## config.mk

```make
export PLATFORM = sky130hd
export DESIGN_NAME = roi_capture_ctrl
export DESIGN_NICKNAME = d
export VERILOG_FILES = /design/src/rtl/roi_capture_ctrl.sv
export SDC_FILE = /design/constraint.sdc
export NUM_CORES = 1
export LEC_CHECK = 0
export BUFFER_PORTS_ARGS = -buffer_cell sky130_fd_sc_hd__buf_2
export CORE_MARGIN = 1.5
export CORE_UTILIZATION = 36
export CTS_CLUSTER_SIZE = 20
export DETAILED_ROUTE_END_ITERATION = 12
export PLACE_DENSITY = 0.57
export SLEW_MARGIN = 20
export SYNTH_ARGS = -nofsm -noshare
export SYNTH_HDL_FRONTEND = slang
export SYNTH_SLANG_ARGS = --single-unit
```

## constraint.sdc

```tcl
create_clock -name aclk -period 8.7 [get_ports aclk]
set_clock_uncertainty 0.1 [all_clocks]
set_input_delay 0 -clock aclk [delete_from_list [all_inputs] [get_ports aclk]]
set_output_delay 0 -clock aclk [all_outputs]
set_load 0.1 [all_outputs]
```

## src/rtl/roi_capture_ctrl.sv

```systemverilog
// ROI capture sequencer for a monitored AXI4-Stream video bus.
// Flags in-window beats of up to num_frames consecutive frames and reports progress and errors.
module roi_capture_ctrl #(
    parameter int MAX_HSIZE = 1920,
    parameter int MAX_VSIZE = 1080,
    localparam int XW = $clog2(MAX_HSIZE) + 1,
    localparam int YW = $clog2(MAX_VSIZE) + 1
) (
    input  logic          aclk,
    input  logic          resetn,
    input  logic          s_axis_tvalid,
    input  logic          s_axis_tready,
    input  logic          s_axis_tlast,
    input  logic          s_axis_tuser,
    input  logic          arm,
    input  logic          abort,
    input  logic [XW-1:0] roi_x,
    input  logic [XW-1:0] roi_w,
    input  logic [YW-1:0] roi_y,
    input  logic [YW-1:0] roi_h,
    input  logic [7:0]    num_frames,
    output logic          capture_beat,
    output logic          busy,
    output logic          done,
    output logic [7:0]    frames_done,
    output logic          err_short
);

    typedef enum logic [1:0] {
        S_IDLE    = 2'd0,
        S_ARMED   = 2'd1,
        S_CAPTURE = 2'd2,
        S_DONE    = 2'd3
    } state_t;

    state_t        state_r;
    state_t        state_nx_s;

    logic          beat_s;
    logic          sof_s;
    logic          eol_s;
    logic [XW-1:0] x_r;
    logic [YW-1:0] y_r;
    logic [XW-1:0] cur_x_s;
    logic [YW-1:0] cur_y_s;

    logic [XW-1:0] roi_x_r;
    logic [XW-1:0] roi_w_r;
    logic [YW-1:0] roi_y_r;
    logic [YW-1:0] roi_h_r;
    logic [7:0]    num_r;

    logic [XW:0]   x_end_s;
    logic [YW:0]   y_end_s;
    logic [YW:0]   last_y_s;
    logic          in_win_s;
    logic          cap_active_s;
    logic          frame_cmp_s;
    logic          arm_ok_s;
    logic [7:0]    fd_inc_s;

    logic [7:0]    frames_done_r;
    logic          err_short_r;
    logic          busy_r;
    logic          done_r;

    // Beat qualification and position of the beat currently on the bus
    always_comb begin
        beat_s  = s_axis_tvalid & s_axis_tready;
        sof_s   = beat_s & s_axis_tuser;
        eol_s   = beat_s & s_axis_tlast;
        cur_x_s = sof_s ? {XW{1'b0}} : x_r;
        cur_y_s = sof_s ? {YW{1'b0}} : y_r;
    end

    // Position tracker runs in every state; x saturates instead of wrapping
    always_ff @(posedge aclk) begin
        if (!resetn) begin
            x_r <= {XW{1'b0}};
            y_r <= {YW{1'b0}};
        end else if (beat_s) begin
            if (eol_s) begin
                x_r <= {XW{1'b0}};
                y_r <= cur_y_s + YW'(1);
            end else begin
                x_r <= (cur_x_s == {XW{1'b1}}) ? cur_x_s : cur_x_s + XW'(1);
                y_r <= cur_y_s;
            end
        end else begin
            x_r <= x_r;
            y_r <= y_r;
        end
    end

    // Window bounds use one extra bit so start+size can never overflow
    always_comb begin
        x_end_s  = {1'b0, roi_x_r} + {1'b0, roi_w_r};
        y_end_s  = {1'b0, roi_y_r} + {1'b0, roi_h_r};
        last_y_s = (roi_h_r == {YW{1'b0}}) ? {1'b0, roi_y_r} : (y_end_s - (YW + 1)'(1));
        in_win_s = (cur_x_s >= roi_x_r) & ({1'b0, cur_x_s} < x_end_s) &
                   (cur_y_s >= roi_y_r) & ({1'b0, cur_y_s} < y_end_s);
    end

    // The sof that releases ARMED is already part of the captured frame
    always_comb begin
        cap_active_s = ((state_r == S_CAPTURE) & beat_s) | ((state_r == S_ARMED) & sof_s);
        frame_cmp_s  = cap_active_s & eol_s & ({1'b0, cur_y_s} == last_y_s);
        arm_ok_s     = (state_r == S_IDLE) & arm & ~abort;
        fd_inc_s     = frames_done_r + 8'd1;
        capture_beat = resetn & ~abort & cap_active_s & in_win_s;
    end

    // Next-state logic; abort overrides everything
    always_comb begin
        state_nx_s = state_r;
        if (abort) begin
            state_nx_s = S_IDLE;
        end else begin
            case (state_r)
                S_IDLE: begin
                    if (arm) begin
                        state_nx_s = S_ARMED;
                    end else begin
                        state_nx_s = S_IDLE;
                    end
                end
                S_ARMED, S_CAPTURE: begin
                    if (frame_cmp_s) begin
                        state_nx_s = (fd_inc_s == num_r) ? S_DONE : S_ARMED;
                    end else if (cap_active_s) begin
                        state_nx_s = S_CAPTURE;
                    end else begin
                        state_nx_s = state_r;
                    end
                end
                S_DONE: begin
                    state_nx_s = S_IDLE;
                end
                default: begin
                    state_nx_s = S_IDLE;
                end
            endcase
        end
    end

    // State register and registered status flags
    always_ff @(posedge aclk) begin
        if (!resetn) begin
            state_r <= S_IDLE;
            busy_r  <= 1'b0;
            done_r  <= 1'b0;
        end else begin
            state_r <= state_nx_s;
            busy_r  <= (state_nx_s == S_ARMED) | (state_nx_s == S_CAPTURE);
            done_r  <= (state_nx_s == S_DONE);
        end
    end

    // Config latch on accepted arm, frame counter and sticky short-frame flag
    always_ff @(posedge aclk) begin
        if (!resetn) begin
            roi_x_r       <= {XW{1'b0}};
            roi_w_r       <= {XW{1'b0}};
            roi_y_r       <= {YW{1'b0}};
            roi_h_r       <= {YW{1'b0}};
            num_r         <= 8'd1;
            frames_done_r <= 8'd0;
            err_short_r   <= 1'b0;
        end else if (arm_ok_s) begin
            roi_x_r       <= roi_x;
            roi_w_r       <= roi_w;
            roi_y_r       <= roi_y;
            roi_h_r       <= roi_h;
            num_r         <= (num_frames == 8'd0) ? 8'd1 : num_frames;
            frames_done_r <= 8'd0;
            err_short_r   <= 1'b0;
        end else begin
            if (frame_cmp_s & ~abort) begin
                frames_done_r <= fd_inc_s;
            end else begin
                frames_done_r <= frames_done_r;
            end
            if ((state_r == S_CAPTURE) & sof_s & ~abort) begin
                err_short_r <= 1'b1;
            end else begin
                err_short_r <= err_short_r;
            end
        end
    end

    assign busy        = busy_r;
    assign done        = done_r;
    assign frames_done = frames_done_r;
    assign err_short   = err_short_r;

endmodule

```

==> impl_metrics.json, run 1 <==
{
  "max_cap_viol_count": 0,
  "r2r_cells": 15,
  "maxSlewHeadroom_pct": 33.43,
  "synthMuxAreaShare_pct": 1.896,
  "synth_top_area_share_pct": 26.87,
  "vias": 6275,
  "wl_um": 18510,
  "gr-total-overflow": 0,
  "fin_util_pct": 44.41,
  "hp-class": "in2reg",
  "synth.distinct_cells": 75,
  "hold_ws_ns": 0.03239,
  "drive_above_1_share_pct": 11.90,
  "antenna_left": 0,
  "min_period_ns": 5.199,
  "wl_per_cell_um": 15.52,
  "setup_viol_count_final": 0,
  "finalHoldViolCount": 0,
  "die_area_um2": 20090,
  "syn_area_um2": 6928,
  "cts_tree": "done",
  "antennaDiodeCount": 0,
  "grt_max_degree": 57,
  "yosys.cell_count.top_type": "dfxtp_1",
  "rsz0062_at_grt": "false",
  "path_class": "reg2out",
  "numCtsBuffers": 9,
  "fin_nets": 1097,
  "drtIter0Drc": 306,
  "dr.pass1.iters": 4,
  "yosysWarningCount": 0,
  "clkLatencyLatePin_ns": 0.36,
  "synth_top_family_by_area": "compound AO/OA/AOI/OAI gates",
  "yosysTopAreaCell": "dfxtp_1",
  "place.gp.congestion": 0.8867,
  "synth_nets": 987,
  "vdd.ir_drop.worst_mv": 0.08297,
  "worstHoldPathCells": 3,
  "yosys.area_share.simple_pct": 20.25,
  "crit_fanout": 3,
  "synthXorXnorAreaFrac_pct": 7.242,
  "via_per_inst": 5.264,
  "worstPathArrival_ns": 5.10,
  "leakage_nw": 3.683,
  "ys_async_sr_fraction_pct": 0,
  "initial_core_util_pct": 36.91,
  "dp_hpwl_um": 13760,
  "drc": 0,
  "setup_slack_ns": 3.501,
  "max_freq_ghz": 0.1923,
  "syn_inst": 843,
  "yosys.area_share.adder_pct": 14.66,
  "clk_pin_slew_ns": 0.07,
  "area.growth.synth_to_final_pct": 20.30,
  "required_ns": 8.60,
  "totalPowerFinal_mw": 1.105,
  "globalRouteTotalUtil_pct": 18.71,
  "synth_compound_area_share_pct": 23.68,
  "grt_pass1_vias": 5962,
  "cts-root-buf": "clkbuf_16",
  "fin_crit_sh_pct": 59.76,
  "outcome": "finished, final reports clean",
  "clockBufferDepth": 2,
  "cp-end-kind": "output port",
  "start_kind": "flop",
  "tns_ns": 0,
  "row_count": 50,
  "htreeDepth": 3,
  "dieWidth_um": 141.7,
  "drv_slew": 0,
  "synthTopCellsByCount": "93 x dfxtp_1, 78 x ha_1, 77 x nand2_1",
  "tightest_slew_ns": 0.9962,
  "pin_count": 76,
  "place_ws_ns": 3.984,
  "core_area_um2": 18770,
  "synth_edf_count": 0,
  "p_per_area_nw_per_um2": 132.6,
  "antenna_found_initial": 0,
  "ys_dominant_reg_cell": "dfxtp_1",
  "synth_seq_cells": 93,
  "avgSynthCellArea_um2": 8.218,
  "clkSinkCount": 93,
  "synth.area.top_cells": "dfxtp_1 27%, ha_1 14%, o21ai_0 4.3%",
  "cts_setup_buffers": 0,
  "ys_seq_area_share_pct": 26.87,
  "fp.dieH_um": 141.7,
  "portBuffers": 75,
  "grt_pass1_wl_um": 30080
}
[metrics by stage]
step           cells  area (um2)
4_1_cts         1192        8330
3_3_place_gp    1117        7457
6_report        1192        8334
3_5_place_dp    1117        7457
5_1_grt         1192        8334
2_1_floorplan    843        6928
[routing by layer]
layer | vias to the layer above | track usage (%) | part of all wire, %
met2 | 87 | 31.78 | 47
met1 | 2912 | 24.61 | 49
met5 | - | 0 | 0
met3 | 20 | 3.206 | 3.0
li1 | 3256 | - | -
met4 | 0 | 4.612 | 1.3
[cell type report]
| cell class | instances | area, um2 |
|---|---|---|
| Fill cell | 1886 | 10430 |
| Multi-Input combinational cell | 654 | 4698 |
| Sequential cell | 93 | 1862 |
| Timing Repair Buffer | 135 | 973.4 |
| Tap cell | 234 | 292.8 |
| Clock buffer | 9 | 225.2 |
| Inverter | 60 | 225.2 |
| Clock inverter | 7 | 57.56 |
[power by group]
part	internal [mW]	switching [mW]
Sequential	0.439	0.0124
Combinational	0.122	0.141
Clock	0.198	0.192
Total	0.759	0.345
[path summary, 6_finish.rpt]
path	startpoint	end	slack (ns)
worst max-delay path	roi_x_r[0]$_SDFFE_PN0P_	capture_beat	3.50
worst max register to register	roi_y_r[0]$_SDFFE_PN0P_	busy$_SDFF_PN0_	4.31
worst min register to register	roi_w_r[9]$_SDFFE_PN0P_	roi_w_r[9]$_SDFFE_PN0P_	0.39
worst min-delay path	resetn	x_r[10]$_SDFFE_PN0P_	0.03
[worst max-delay path, stage by stage (launching register included)]
cell and delay, ns:
dfxtp_1 0.33, ha_1 0.23, fa_1 0.40, a21o_1 0.17, a21oi_1 0.23, o21bai_1 0.09
a21oi_1 0.21, o21bai_1 0.09, a21o_1 0.21, a21oi_1 0.21, inv_1 0.06, a21oi_1 0.18
xor2_1 0.09, ha_1 0.19, or3_1 0.38, a2111oi_0 0.42, nor3_1 0.17, nor4_1 0.54
buf_2 0.54
[what timing repair did]
item / in CTS / in global routing
resized for setup: 0 / 0
hold endpoints to repair: 59 / 0
hold buffers: 59 / 0
[registers in the layout (all words and copies together), names as in the netlist]
| register | cells |
|---|---|
| err_short | 1 |
| roi_x_r | 12 |
| x_r | 12 |
| num_r | 8 |
| done | 1 |
| busy | 1 |
| roi_y_r | 12 |
| state_r | 2 |
| y_r | 12 |
| roi_h_r | 12 |
| roi_w_r | 12 |
| frames_done | 8 |
[cells by family after synthesis]
family | after synthesis
AOI/OAI and AO/OA | 236
xor gates and xnor gates | 54
adders and majority gates | 80
buffers and inverters | 96
DFF | 93
muxes | 13
and+or+nand+nor | 271
[cell usage in the layout, fill, tap and decap left out, types with 6 or more instances in the layout]
cell type,netlist,routed
a211oi_1,8,8
a21o_1,23,23
a21oi_1,43,43
a22o_1,33,33
and2_1,29,28
and3_1,8,7
buf_2,2,75
clkbuf_16,0,9
dfxtp_1,93,93
dlygate4sd3_1,0,59
ha_1,78,78
inv_1,60,60
mux2i_1,12,12
nand2_1,77,77
nand2b_1,10,10
nand3_1,25,25
nand4_1,12,12
nor2_1,40,40
nor2b_1,11,11
nor3_1,23,23
o211ai_1,6,6
o21ai_0,60,60
or3_1,7,7
xnor2_1,33,33
xor2_1,19,19
Power figures use the tool's default switching activity.
==> inputs of run 2 (changes only) <==
clock period = 5.2 ns   (was 8.7 ns; I/O delays follow)
==> impl_metrics.json, run 2 (synthesis gave the netlist of run 1 again) <==
{
  "grt_pass1_wl_um": 30130,
  "htreeDepth": 3,
  "cp-end-kind": "output port",
  "numCtsBuffers": 9,
  "initial_core_util_pct": 36.91,
  "crit_family": "compound AO/OA/AOI/OAI gates",
  "pin_count": 76,
  "dp_hpwl_um": 13680,
  "globalRouteTotalUtil_pct": 18.80,
  "place_ws_ns": 0.6111,
  "cpMostUsedCell": "a21oi_1",
  "cp_slowest_stage_delay_ns": 0.42,
  "cts-root-buf": "clkbuf_16",
  "fp.dieH_um": 141.7,
  "p_int_mw": 1.280,
  "wl_per_cell_um": 15.49,
  "gr-total-overflow": 0,
  "rsz0062_at_grt": "false",
  "dieWidth_um": 141.7,
  "setup_viol_count_final": 0,
  "drive_above_1_share_pct": 12.00,
  "clkSinkCount": 93,
  "clockPowerShare_pct": 35.0,
  "p_per_area_nw_per_um2": 220.4,
  "clkLatencyLatePin_ns": 0.34,
  "grt_max_degree": 57,
  "antenna_found_initial": 0,
  "setup_slack_ns": 0.3455,
  "worstPathArrival_ns": 4.75,
  "required_ns": 5.10,
  "area.growth.synth_to_final_pct": 20.48,
  "grt_pass1_vias": 6042,
  "crit_chain": "ha_1 -> fa_1 -> a21o_1 -> a21oi_1 -> o21bai_1 -> a21oi_1 -> o21bai_1 -> a21o_1 -> a21oi_1 -> inv_1 -> a21oi_1 -> xor2_1 -> ha_1 -> or3_1 -> a2111oi_0 -> nor3_1 -> nor4_2 -> buf_4",
  "finalHoldViolCount": 0,
  "clockBufferDepth": 2,
  "final_common_cell": "dfxtp_1",
  "clk_pin_slew_ns": 0.07,
  "antennaDiodeCount": 0,
  "min_period_ns": 4.855,
  "die_area_um2": 20090,
  "core_area_um2": 18770,
  "p_sw_share_pct": 30.40,
  "combPwrFrac_pct": 23.9,
  "fin_crit_sh_pct": 93.36,
  "vias": 6245,
  "row_count": 50,
  "portBuffers": 75,
  "r2r_cells": 15,
  "drtIter0Drc": 342,
  "antenna_left": 0,
  "p_sw_mw": 0.5591,
  "cts_setup_buffers": 0,
  "tightest_slew_ns": 1.011,
  "path_class": "reg2out",
  "max_freq_ghz": 0.2060,
  "drc": 0,
  "leakage_nw": 3.682,
  "mostFrequentLayoutCells": "93 x dfxtp_1, 78 x ha_1, 77 x nand2_1",
  "crit_fanout": 3,
  "start_kind": "flop",
  "hold_ws_ns": 0.04552,
  "worstReg2RegEnd": "busy$_SDFF_PN0_",
  "critPathCapture": "capture_beat",
  "startpoint": "roi_x_r[0]$_SDFFE_PN0P_",
  "cts_tree": "done",
  "worstHoldStart": "resetn",
  "place.gp.congestion": 0.8187,
  "max_cap_viol_count": 0,
  "path_buf_inv": 2,
  "r2r_setup_slack_ns": 0.82,
  "outcome": "finished, final reports clean",
  "fin_nets": 1097,
  "dr.pass1.iters": 4,
  "slowest_stage": "nor4_2",
  "maxSlewHeadroom_pct": 32.41,
  "via_per_inst": 5.239,
  "tns_ns": 0,
  "vdd.ir_drop.worst_mv": 0.1286,
  "hp-class": "in2reg",
  "r2r-start": "roi_y_r[0]$_SDFFE_PN0P_",
  "cp.depth": 18,
  "seqPwrFrac_pct": 41.1,
  "wl_um": 18470,
  "drv_slew": 0
}
[run 2: worst min path at each step]
| stage | end | slack, ns | cells after the start |
|---|---|---|---|
| 2_1_floorplan | roi_h_r[1]$_SDFFE_PN0P_ | 0.009 | 2 |
| 3_3_place_gp | roi_x_r[3]$_SDFFE_PN0P_ | 0.1 | 3 |
| 3_5_place_dp | roi_x_r[3]$_SDFFE_PN0P_ | 0.10 | 3 |
| 4_1_cts | x_r[9]$_SDFFE_PN0P_ | 0.04 | 2 |
| 5_1_grt | x_r[1]$_SDFFE_PN0P_ | 0.05 | 2 |
| 6_report | x_r[8]$_SDFFE_PN0P_ | 0.05 | 2 |
[run 2: layout make-up]
cell class	instances	area, um2
Clock buffer	10	239.0
Clock inverter	6	47.55
Fill cell	1879	10420
Inverter	60	225.2
Multi-Input combinational cell	654	4705
Sequential cell	93	1862
Tap cell	234	292.8
Timing Repair Buffer	135	975.9
[run 2: worst register-to-register path, cell delays in order (launching register included)]
cell,delay [ns]
dfxtp_1,0.39
ha_1,0.24
inv_1,0.07
fa_1,0.40
xor2_1,0.37
nand3_1,0.12
mux2_2,0.31
a2111o_1,0.40
o2111ai_1,0.22
nand4_1,0.10
nor3_1,0.48
o211a_1,0.31
a2bb2oi_1,0.11
o41ai_2,0.24
ha_1,0.28
and2_1,0.15
[run 2: routing by layer]
layer | wire [um] | vias to the layer above | GRT usage [%]
met2 | 8687 | 69 | 31.99
met1 | 9269 | 2914 | 24.94
met3 | 410 | 11 | 3.037
li1 | - | 3251 | -
met4 | 100 | 0 | 4.232
met5 | 0 | - | 0
[run 2: repair_timing]
action / CTS / global route
endpoints found under the hold margin: 59 / 0
endpoints found under the setup margin: 0 / 1
hold buffers: 59 / 0
resized for setup: 0 / 2
[run 2: through the flow]
| stage | total power, mW | instance area [um2] | std cells | util (%) |
|---|---|---|---|---|
| 3_5_place_dp | 1.176 | 7463 | 1117 | 39.77 |
| 6_report | 1.839 | 8347 | 1192 | 44.47 |
| 3_3_place_gp | 1.174 | 7463 | 1117 | 39.77 |
| 2_1_floorplan | 1.073 | 6934 | 843 | - |
| 5_1_grt | 1.950 | 8347 | 1192 | 44.47 |
| 4_1_cts | 1.870 | 8341 | 1192 | 44.44 |
[run 2: power by group through the flow]
stage / Sequential, mW / Combinational [mW] / Clock [mW]
3_5_place_dp: 0.772 / 0.404 / 0
5_1_grt: 0.759 / 0.489 / 0.702
3_3_place_gp: 0.772 / 0.402 / 0
4_1_cts: 0.755 / 0.441 / 0.673
2_1_floorplan: 0.767 / 0.307 / 0
6_report: 0.756 / 0.440 / 0.643
==> inputs of run 3 (changes only) <==
ABC_AREA = 1   (was default)
==> impl_metrics.json, run 3 <==
{
  "cts_tree": "done",
  "finalHoldViolCount": 0,
  "r2r-start": "roi_y_r[0]$_SDFFE_PN0P_",
  "p_sw_share_pct": 32.37,
  "outcome": "finished, final reports clean",
  "pin_count": 76,
  "worstPathArrival_ns": 3.96,
  "max_freq_ghz": 0.2465,
  "p_sw_mw": 0.6103,
  "placed_cells": 1345,
  "required_ns": 5.10,
  "grt_pass1_vias": 6528,
  "clockPowerShare_pct": 35.3,
  "dpl_cell_area_um2": 7601,
  "clk_pin_slew_ns": 0.08,
  "path_class": "reg2out",
  "seqPwrFrac_pct": 39.9,
  "drv_slew": 0,
  "fin_crit_sh_pct": 78.01,
  "dr.pass1.iters": 5,
  "yosys.area_share.simple_pct": 31.11,
  "place.gp.congestion": 0.8216,
  "clkSinkCount": 93,
  "synthMuxAreaShare_pct": 0,
  "synthTopCellsByCount": "272 x nand2_1, 145 x inv_1, 93 x dfxtp_1",
  "drive_above_1_share_pct": 11.85,
  "synth_edf_count": 0,
  "antenna_left": 0,
  "maxSlewHeadroom_pct": 45.35,
  "hp-class": "in2reg",
  "p_per_area_nw_per_um2": 221.1,
  "antenna_found_initial": 0,
  "clockBufferDepth": 2,
  "totalPowerFinal_mw": 1.885,
  "ys_dominant_reg_cell": "dfxtp_1",
  "ys_async_sr_fraction_pct": 0,
  "synth_top_area_share_pct": 26.77,
  "synth_top_family_by_area": "simple AND/OR/NAND/NOR gates",
  "setup_slack_ns": 1.144,
  "gr-total-overflow": 0,
  "row_count": 50,
  "synth_nets": 1172,
  "fp.dieH_um": 142.0,
  "final_common_cell": "nand2_1",
  "die_area_um2": 20160,
  "mostFrequentLayoutCells": "272 x nand2_1, 145 x inv_1, 93 x dfxtp_1",
  "yosys.cell_count.top_type": "nand2_1",
  "setup_viol_count_final": 0,
  "cts_setup_buffers": 0,
  "globalRouteTotalUtil_pct": 19.01,
  "avgSynthCellArea_um2": 6.765,
  "cts.repair.resized": 0,
  "synth_compound_area_share_pct": 14.90,
  "portBuffers": 75,
  "wl_um": 18370,
  "p_int_mw": 1.275,
  "dp_hpwl_um": 13780,
  "vias": 6849,
  "synth_seq_cells": 93,
  "htreeDepth": 3,
  "area.growth.synth_to_final_pct": 22.63,
  "rsz0062_at_grt": "false",
  "grt_max_degree": 31,
  "cts-root-buf": "clkbuf_16",
  "vdd.ir_drop.worst_mv": 0.1399,
  "ys_seq_area_share_pct": 26.77,
  "via_per_inst": 4.806,
  "yosysWarningCount": 0,
  "antennaDiodeCount": 0,
  "drc": 0,
  "cp-end-kind": "output port",
  "instances_no_fill": 1425,
  "max_cap_viol_count": 0,
  "wl_per_cell_um": 12.89,
  "synthXorXnorAreaFrac_pct": 3.023,
  "core_area_um2": 18830,
  "syn_area_um2": 6954,
  "tightest_slew_ns": 0.8188,
  "drtIter0Drc": 366,
  "fin_area_um2": 8528,
  "combPwrFrac_pct": 24.8,
  "synth.area.top_cells": "dfxtp_1 27%, nand2_1 15%, ha_1 14%",
  "leakage_nw": 4.226,
  "syn_inst": 1028,
  "worstHoldStart": "s_axis_tready",
  "min_period_ns": 4.056,
  "grt_pass1_wl_um": 30660,
  "clkLatencyLatePin_ns": 0.36,
  "yosys.area_share.adder_pct": 14.61,
  "initial_core_util_pct": 36.93,
  "tns_ns": 0,
  "numCtsBuffers": 9,
  "start_kind": "flop",
  "synth.distinct_cells": 45,
  "r2r_setup_slack_ns": 1.69,
  "fin_nets": 1304,
  "dieWidth_um": 142.0,
  "crit_fanout": 4,
  "place_ws_ns": 1.503,
  "yosysTopAreaCell": "dfxtp_1",
  "hold_buffers": 64,
  "startpoint": "roi_x_r[2]$_SDFFE_PN0P_"
}
==> run 3: changes by cell type in the layout (fill, tap and decap cells not counted), sizes merged, moves of 13 or more <==
| cell | change |
|---|---|
| nand2 | +215 |
| a22o | -13 |
| xnor2 | -26 |
| inv | +91 |
| nor2 | +30 |
| nand3 | +51 |
| and2 | -30 |
| a21oi | +22 |
| a21o | -20 |
==> run 3: path summary, 6_finish.rpt <==
path | endpoint | cells past startpoint
worst max-delay path | capture_beat | 24
worst min-delay path | x_r[10]$_SDFFE_PN0P_ | 4
worst max register to register | busy$_SDFF_PN0_ | 26
worst min register to register | err_short$_SDFFE_PP0P_ | 2
==> run 3: per-layer routing <==
layer  track usage (%)  vias up  share of wire, %
met5                 0        -                 0
met4             5.860        0               2.0
met3             3.197       28               2.6
met2             32.86      115                46
met1             24.16     3046                49
li1                  -     3660                 -
==> run 3: critical path: stages (launching register included) <==
cell and delay, ns:
dfxtp_1 0.31, ha_1 0.34, a21oi_1 0.16, nand2_1 0.09, a21oi_1 0.16, o21bai_1 0.11, a21oi_1 0.15, o21bai_1 0.10
nand2_1 0.07, nand2_1 0.05, nand2_1 0.05, nand2_1 0.07, a21oi_1 0.12, nor2_1 0.05, nor2_1 0.10, xor2_1 0.16
ha_1 0.24, inv_1 0.05, nor2_1 0.05, nand3_1 0.10, nor4_1 0.05, nand2_1 0.06, o211ai_1 0.19, nor4_2 0.30
buf_2 0.46
==> run 3: through the flow <==
step,util [%],hold WS (ns)
CTS,45.29,0.04468
detailed placement,40.37,0.1036
global route,45.29,0.09635
finish,45.29,0.05529
global placement,40.37,0.09903
floorplan,-,0.01022
==> run 3: layout make-up <==
cell class / instances / area, um2
Fill cell: 1953 / 10300
Sequential cell: 93 / 1862
Timing Repair Buffer: 142 / 1039
Inverter: 153 / 574.3
Clock inverter: 4 / 30.03
Clock buffer: 12 / 256.5
Multi-Input combinational cell: 761 / 4442
Tap cell: 260 / 325.3
==> run 3: power groups by stage <==
stage                     logic (mW)  registers, mW  clock network, mW
final                          0.468          0.752              0.665
after global routing           0.535          0.754              0.714
after CTS                      0.471          0.752              0.684
after detailed placement       0.431          0.768                  0
after global placement         0.428          0.768                  0
after floorplan                0.322          0.766                  0
==> run 3: cells by family (layout without fill, tap and decap cells) <==
group	after synthesis	in the layout
buffers and inverters	174	311
xor gates and xnor gates	24	24
DFF	93	93
and+or+nand+nor	484	484
AOI/OAI and AO/OA	173	173
adders and majority gates	80	80
